**config.mk**
```make
export PLATFORM = sky130hd
export DESIGN_NAME = clock_divider_bank
export DESIGN_NICKNAME = d
export VERILOG_FILES = /design/src/rtl/clock_divider_bank.sv
export SDC_FILE = /design/constraint.sdc
export NUM_CORES = 1
export LEC_CHECK = 0
export ABC_AREA = 0
export BUFFER_PORTS_ARGS = -buffer_cell sky130_fd_sc_hd__buf_2
export CORE_UTILIZATION = 40
export DETAILED_ROUTE_END_ITERATION = 16
export PLACE_DENSITY = 0.62
export SLEW_MARGIN = 15
export SYNTH_ARGS = -nofsm -noshare
export SYNTH_HDL_FRONTEND = slang
export SYNTH_SLANG_ARGS = --single-unit
```
**constraint.sdc**
```tcl
create_clock -name clk_in -period 11.15 [get_ports clk_in]
set_clock_uncertainty 0.15 [all_clocks]
set_input_delay 1.115 -clock clk_in [delete_from_list [all_inputs] [get_ports clk_in]]
set_output_delay 1.115 -clock clk_in [all_outputs]
set_load 0.005 [all_outputs]
```
**src/rtl/clock_divider_bank.sv**
```systemverilog
// Multi-channel programmable square-wave / tick generator driven from one system clock.
// Latency: outputs are registered; an enabled channel first toggles at the H-th edge after it starts running.
// Backpressure: none; configuration writes are always accepted and take effect at the next half-period boundary.
//
// Ports:
//   clk_in    system clock, all logic on posedge
//   reset_n   synchronous active-low reset
//   cfg_we    half-period write strobe
//   cfg_ch    write target channel (values >= NUM_CH are ignored)
//   cfg_half  new half-period in clk_in cycles (0 is treated as 1)
//   ch_en     per-channel run enable
//   sync      hold all channels at phase zero while high
//   clk_out   registered square output per channel, period 2*half
//   tick      registered one-cycle pulse on each 0->1 of clk_out

module clock_divider_bank #(
   parameter int NUM_CH       = 4,
   parameter int DIV_W        = 26,
   parameter int DEFAULT_HALF = 25000000,
   localparam int CH_W        = (NUM_CH > 1) ? $clog2(NUM_CH) : 1
) (
   input  logic              clk_in,
   input  logic              reset_n,
   input  logic              cfg_we,
   input  logic [CH_W-1:0]   cfg_ch,
   input  logic [DIV_W-1:0]  cfg_half,
   input  logic [NUM_CH-1:0] ch_en,
   input  logic              sync,
   output logic [NUM_CH-1:0] clk_out,
   output logic [NUM_CH-1:0] tick
);

   localparam logic [DIV_W-1:0] DEF_HALF = DIV_W'(DEFAULT_HALF);
   localparam logic [DIV_W-1:0] ONE      = DIV_W'(1);

   logic [DIV_W-1:0]  r_cnt       [NUM_CH];
   logic [DIV_W-1:0]  r_half_act  [NUM_CH];
   logic [DIV_W-1:0]  r_half_pend [NUM_CH];
   logic [NUM_CH-1:0] r_pend_v;
   logic [NUM_CH-1:0] r_out;
   logic [NUM_CH-1:0] r_tick;

   logic [NUM_CH-1:0] w_wr;
   logic [NUM_CH-1:0] w_wrap;
   logic [DIV_W-1:0]  w_half_new;

   // A half-period of zero would never terminate; clamp it to one cycle.
   assign w_half_new = (cfg_half == '0) ? ONE : cfg_half;

   // Channel decode: out-of-range channel numbers match no loop index and are dropped.
   always_comb begin
      w_wr = '0;
      if (cfg_we) begin
         for (int i = 0; i < NUM_CH; i++) begin
            if (cfg_ch == CH_W'(i)) begin
               w_wr[i] = 1'b1;
            end
         end
      end
   end

   // Half-period boundary. half_act only changes while cnt is 0, so cnt never
   // passes half_act-1 and an equality compare is sufficient.
   always_comb begin
      w_wrap = '0;
      for (int i = 0; i < NUM_CH; i++) begin
         w_wrap[i] = (r_cnt[i] == (r_half_act[i] - ONE));
      end
   end

   always_ff @(posedge clk_in) begin
      for (int i = 0; i < NUM_CH; i++) begin
         if (!reset_n) begin
            r_cnt[i]       <= '0;
            r_out[i]       <= 1'b0;
            r_tick[i]      <= 1'b0;
            r_half_act[i]  <= DEF_HALF;
            r_half_pend[i] <= DEF_HALF;
            r_pend_v[i]    <= 1'b0;
         end else if (sync || !ch_en[i]) begin
            // Idle channel: no half-period in flight, so a new value can land
            // directly; a same-cycle write beats an older pending value.
            r_cnt[i]    <= '0;
            r_out[i]    <= 1'b0;
            r_tick[i]   <= 1'b0;
            r_pend_v[i] <= 1'b0;
            if (w_wr[i]) begin
               r_half_act[i] <= w_half_new;
            end else if (r_pend_v[i]) begin
               r_half_act[i] <= r_half_pend[i];
            end
         end else begin
            if (w_wrap[i]) begin
               r_cnt[i]  <= '0;
               r_out[i]  <= ~r_out[i];
               r_tick[i] <= ~r_out[i];
               if (r_pend_v[i]) begin
                  r_half_act[i] <= r_half_pend[i];
               end
            end else begin
               r_cnt[i]  <= r_cnt[i] + ONE;
               r_tick[i] <= 1'b0;
            end
            // A write landing on the boundary cycle is held for the next boundary.
            if (w_wr[i]) begin
               r_half_pend[i] <= w_half_new;
               r_pend_v[i]    <= 1'b1;
            end else if (w_wrap[i]) begin
               r_pend_v[i]    <= 1'b0;
            end
         end
      end
   end

   assign clk_out = r_out;
   assign tick    = r_tick;

endmodule

```
; After elaboration in Yosys (flattened, before gate mapping)
; Memories as Yosys holds them, arrays and structs flattened.
; Index checks and enable logic that the tools add are counted.
[totals]
regBits = 12
ramBits = 312
input_bits = 36
output_inout_bits = 8
word_cells = 240
memories = 3
[memory_table]
columns = memory, depth, width, rd, rd_clocked_by_memory_dff, write_ports, line_no
row1 = r_cnt, 4, 26, 4, 0, 4, 36  ; logic [DIV_W-1:0] r_cnt [NUM_CH];
row2 = r_half_act, 4, 26, 4, 0, 4, 37  ; logic [DIV_W-1:0] r_half_act [NUM_CH];
row3 = r_half_pend, 4, 26, 4, 0, 4, 38  ; logic [DIV_W-1:0] r_half_pend [NUM_CH];
[classes]
add_sub_neg = 8
n_eq_ne = 7
n_mux = 151
n_bitwise = 37
reduce_logical = 22
[op_table]
columns = cell, n
row1 = $mux 26, 29
row2 = $mux 1, 121
row3 = $add 26x1->26 const B, 4
row4 = $eq 26x26->1, 4
row5 = $sub 26x1->26 const B, 4
row6 = $or 1x1->1, 28
row7 = $logic_not 26->1, 1
row8 = $reduce_or 3->1, 4
row9 = $not 1->1, 9
row10 = $reduce_bool 2->1, 4
row11 = $reduce_or 2->1, 4
row12 = $eq 2x2->1 const B, 2
row13 = $logic_not 1->1, 4
row14 = $logic_or 1x1->1, 4
row15 = $mux 4, 1
row16 = $eq 2x1->1 const B, 1
row17 = $logic_not 2->1, 1

; Depth between registers and ports, before layout
[logic_depth]
word_depth = 10
ltp_mapped = 14
ltp_nobuf = 10

; Worst setup path after synthesis
; Ideal clock, no wire load.
[synth_path]
path_kind = input port to flip-flop
startpoint = input reset_n
endpoint = memory r_half_act[1][0], enable pin
setup_ns = 0.421
t_arrival_ns = 4.676
t_required_ns = 10.579
setup_slack_ns = 5.903
path_stages = 9
path_buffers = 2
path_cell_list = buf_2 -> clkinv_1 -> or2_0 -> a2111oi_0 -> o21ai_0 -> or4bb_1 -> or4_1 -> buf_2 -> a22oi_1
[synth_lines]
columns = item, line_no
row1 = start: declaration, 23  ; input logic reset_n,
row2 = end: declaration, 37

==> metrics.cfg <==
[route]
vias = 14200
antenna_left = 0
drt_first_iter_violations = 1262
drc = 0
via_per_inst = 5.52
routed_wl_mm = 46.2
wire_per_inst_um = 18.0
drtPass1Iterations = 6

[setup_path]
end_kind = register
criticalPathCategory = reg -> reg
cp_data_arrival_time_ns = 4.93
worstReg2RegStart = r_half_act[0][0]
startpoint_type = register
path_cells = inv_1 > ha_1 > nor4b_2 > nand4_1 > nor4_1 > xnor2_1 > nor4_1 > nand4_1 > buf_4 > nand2_1 > o31a_2
critical_path_required_ns = 11.17
r2r_slack_ns = 6.24
slowest_delay_ns = 0.72
crit_fanout = 30
worstReg2RegEnd = r_half_act[0][25]
reg2reg_depth = 11
critical_path.slowest_cell = nor4b_2

[logic_synthesis]
async_flop_share_pct = 0
yosysWarnings = 0
synth_seq_cells = 324
ys.flop_type = edfxtp_1
synth-edff-count = 312
syn_area_um2 = 18900
netlist-cell-type-count = 91
netlist_instances = 1831
seq_area_frac_synth_pct = 50.9
syn_area_per_cell_um2 = 10.3

[timing]
final-setup-viol-count = 0
grt_setup_unrepaired = no
hold_violations = 0
finalCriticalPeriod_ns = 4.91
slew_headroom_pct = 33.4
slew_violations = 0
worst_pin_slew_ns = 0.999
finalSetupTns_ns = 0
fmax_ghz = 0.204
setup_slack_ns = 6.24
fin_crit_sh_pct = 44.0

[cells_and_area]
nets = 1972
mostFrequentLayoutCells = edfxtp_1 (312), nor2_1 (219), nand2_1 (133)
drive_gt1_share_pct = 8.74
syn_to_final_growth_pct = 11.7
fin_cells = 2564
antenna_cells = 0
layout_commonest_cell = edfxtp_1
final_core_util_pct = 45.3

[clock_tree]
cts_num_sinks = 324
cts.repair.resized = 0
cts_hold_buf = 0
clk_latency_ns = 0.55
tritoncts = built
ctsLongestPathBuffers = 3
path_clk_slew_ns = 0.06
cts.htree.levels = 2
cts-root-buf = clkbuf_16
cts_buffers = 37
post_cts_buffers = 0

[die]
fp.dieW_um = 219
ios = 44
rows = 79
core_um2 = 46600
fp.dieH_um = 219
fp.dieArea_um2 = 48000
start_util_pct = 40.5

[power]
peakVddDrop_mv = 0.142
total_power_w = 0.00290
p_per_area_nw_per_um2 = 137
cellLeakagePower_nw = 6.85

[placement]
place.gp.congestion = 0.862
dpl_worst_slack_ns = 5.36
dpl.hpwl_mm = 32.8
port_buffers = 43
dp_cells = 2496

[global_routing]
grt_usage_pct = 19.5
grt.overflow.total = 0
grt_pass1_vias = 13100
grt_pass1_wl_mm = 73.1
grt_max_degree = 42
antenna_found_initial = 1

[worst_hold_path]
worstHoldPathType = reg -> reg
min-delay-start = clk_out[3]
holdPathStages = 1
holdPathEnd = tick[3]

[status]
outcome = complete, no violations

[run]
cap_violations = 0

==> critical path, delay by kind of cell (launching register included) <==
family	cells	cell delay [ns]
buffers and inverters	2	0.36
DFF	1	0.41
and+or+nand+nor	6	2.53
AOI/OAI and AO/OA	1	0.69
adders and majority gates	1	0.24
xor gates and xnor gates	1	0.14
==> report_power, final <==
| part | switching, W | leakage, nW | internal [W] |
|---|---|---|---|
| sequential | 0.0000649 | 3.12 | 0.00140 |
| combinational | 0.000152 | 3.15 | 0.0000839 |
| clock | 0.000506 | 0.575 | 0.000688 |
| total | 0.000723 | 6.85 | 0.00217 |
==> cell type report <==
type	instances	area, um^2
tap	607	759
sequential	324	9610
timing repair buffer	57	320
clock inverter	25	239
fill	4341	25500
multi-input combinational	1454	9000
inverter	54	203
clock buffer	43	948
==> cell usage after synthesis, drive strengths merged, types with 14 or more instances <==
master	count	area, um^2
clkbuf	65	244
xnor2	105	920
o22ai	24	150
a211oi	14	105
edfxtp	312	9370
nand3	63	315
nand2b	29	181
o21ai	66	338
and3	47	294
or3	64	405
inv	53	199
nand4	28	196
nand2	135	526
a21oi	33	165
nor4	46	358
and2	48	300
o211ai	15	113
nor3	42	210
xor2	104	911
or4	32	248
buf	37	226
nor2	228	878
a32oi	14	123
==> logic make-up after synthesis <==
kind of cell	Yosys count	synth area share, %
mux	7	0.378
simple gates	831	23.7
other cells	1	0.0199
buf+inv	156	3.57
fa+ha+maj	8	0.531
xor+xnor	209	9.70
compound gates	295	11.1
flops	324	50.9
==> layer usage <==
metal  track usage (%)  part of all wire (%)  vias up  routed length [um]
li1                  -                     -     6897                   -
met1              26.9                    45     6760               20600
met2              31.5                    47      441               21600
met3              2.66                   6.2       66                2870
met4              6.11                   2.5        0                1150
met5                 0                     0        -                   0
==> metrics by stage <==
stage	cell area, um^2	hold WS (ns)
final	21100	0.313
after detailed placement	19900	0.320
after global placement	19900	0.314
after floorplan	19300	0.290
after CTS	21100	0.329
after global routing	21100	0.347
==> worst max-delay path by stage <==
stage,startpoint,to,slack (ns),cells after the start
3_3_place_gp,reset_n,r_half_act[0][19],5.41,10
6_report,r_half_act[0][0],r_half_act[0][25],6.24,11
3_5_place_dp,reset_n,r_half_act[0][18],5.36,10
5_1_grt,r_half_act[0][0],r_half_act[0][13],5.72,11
4_1_cts,r_half_act[0][0],r_half_act[0][13],5.80,10
2_1_floorplan,reset_n,r_half_act[1][0],5.90,9
==> state kept, by name (all words and copies together) (netlist names) <==
register / flops
clk_out: 4
r_cnt: 104
r_half_act: 104
r_half_pend: 104
r_pend_v: 4
tick: 4
Note: power is estimated with default switching activity, not from simulation.
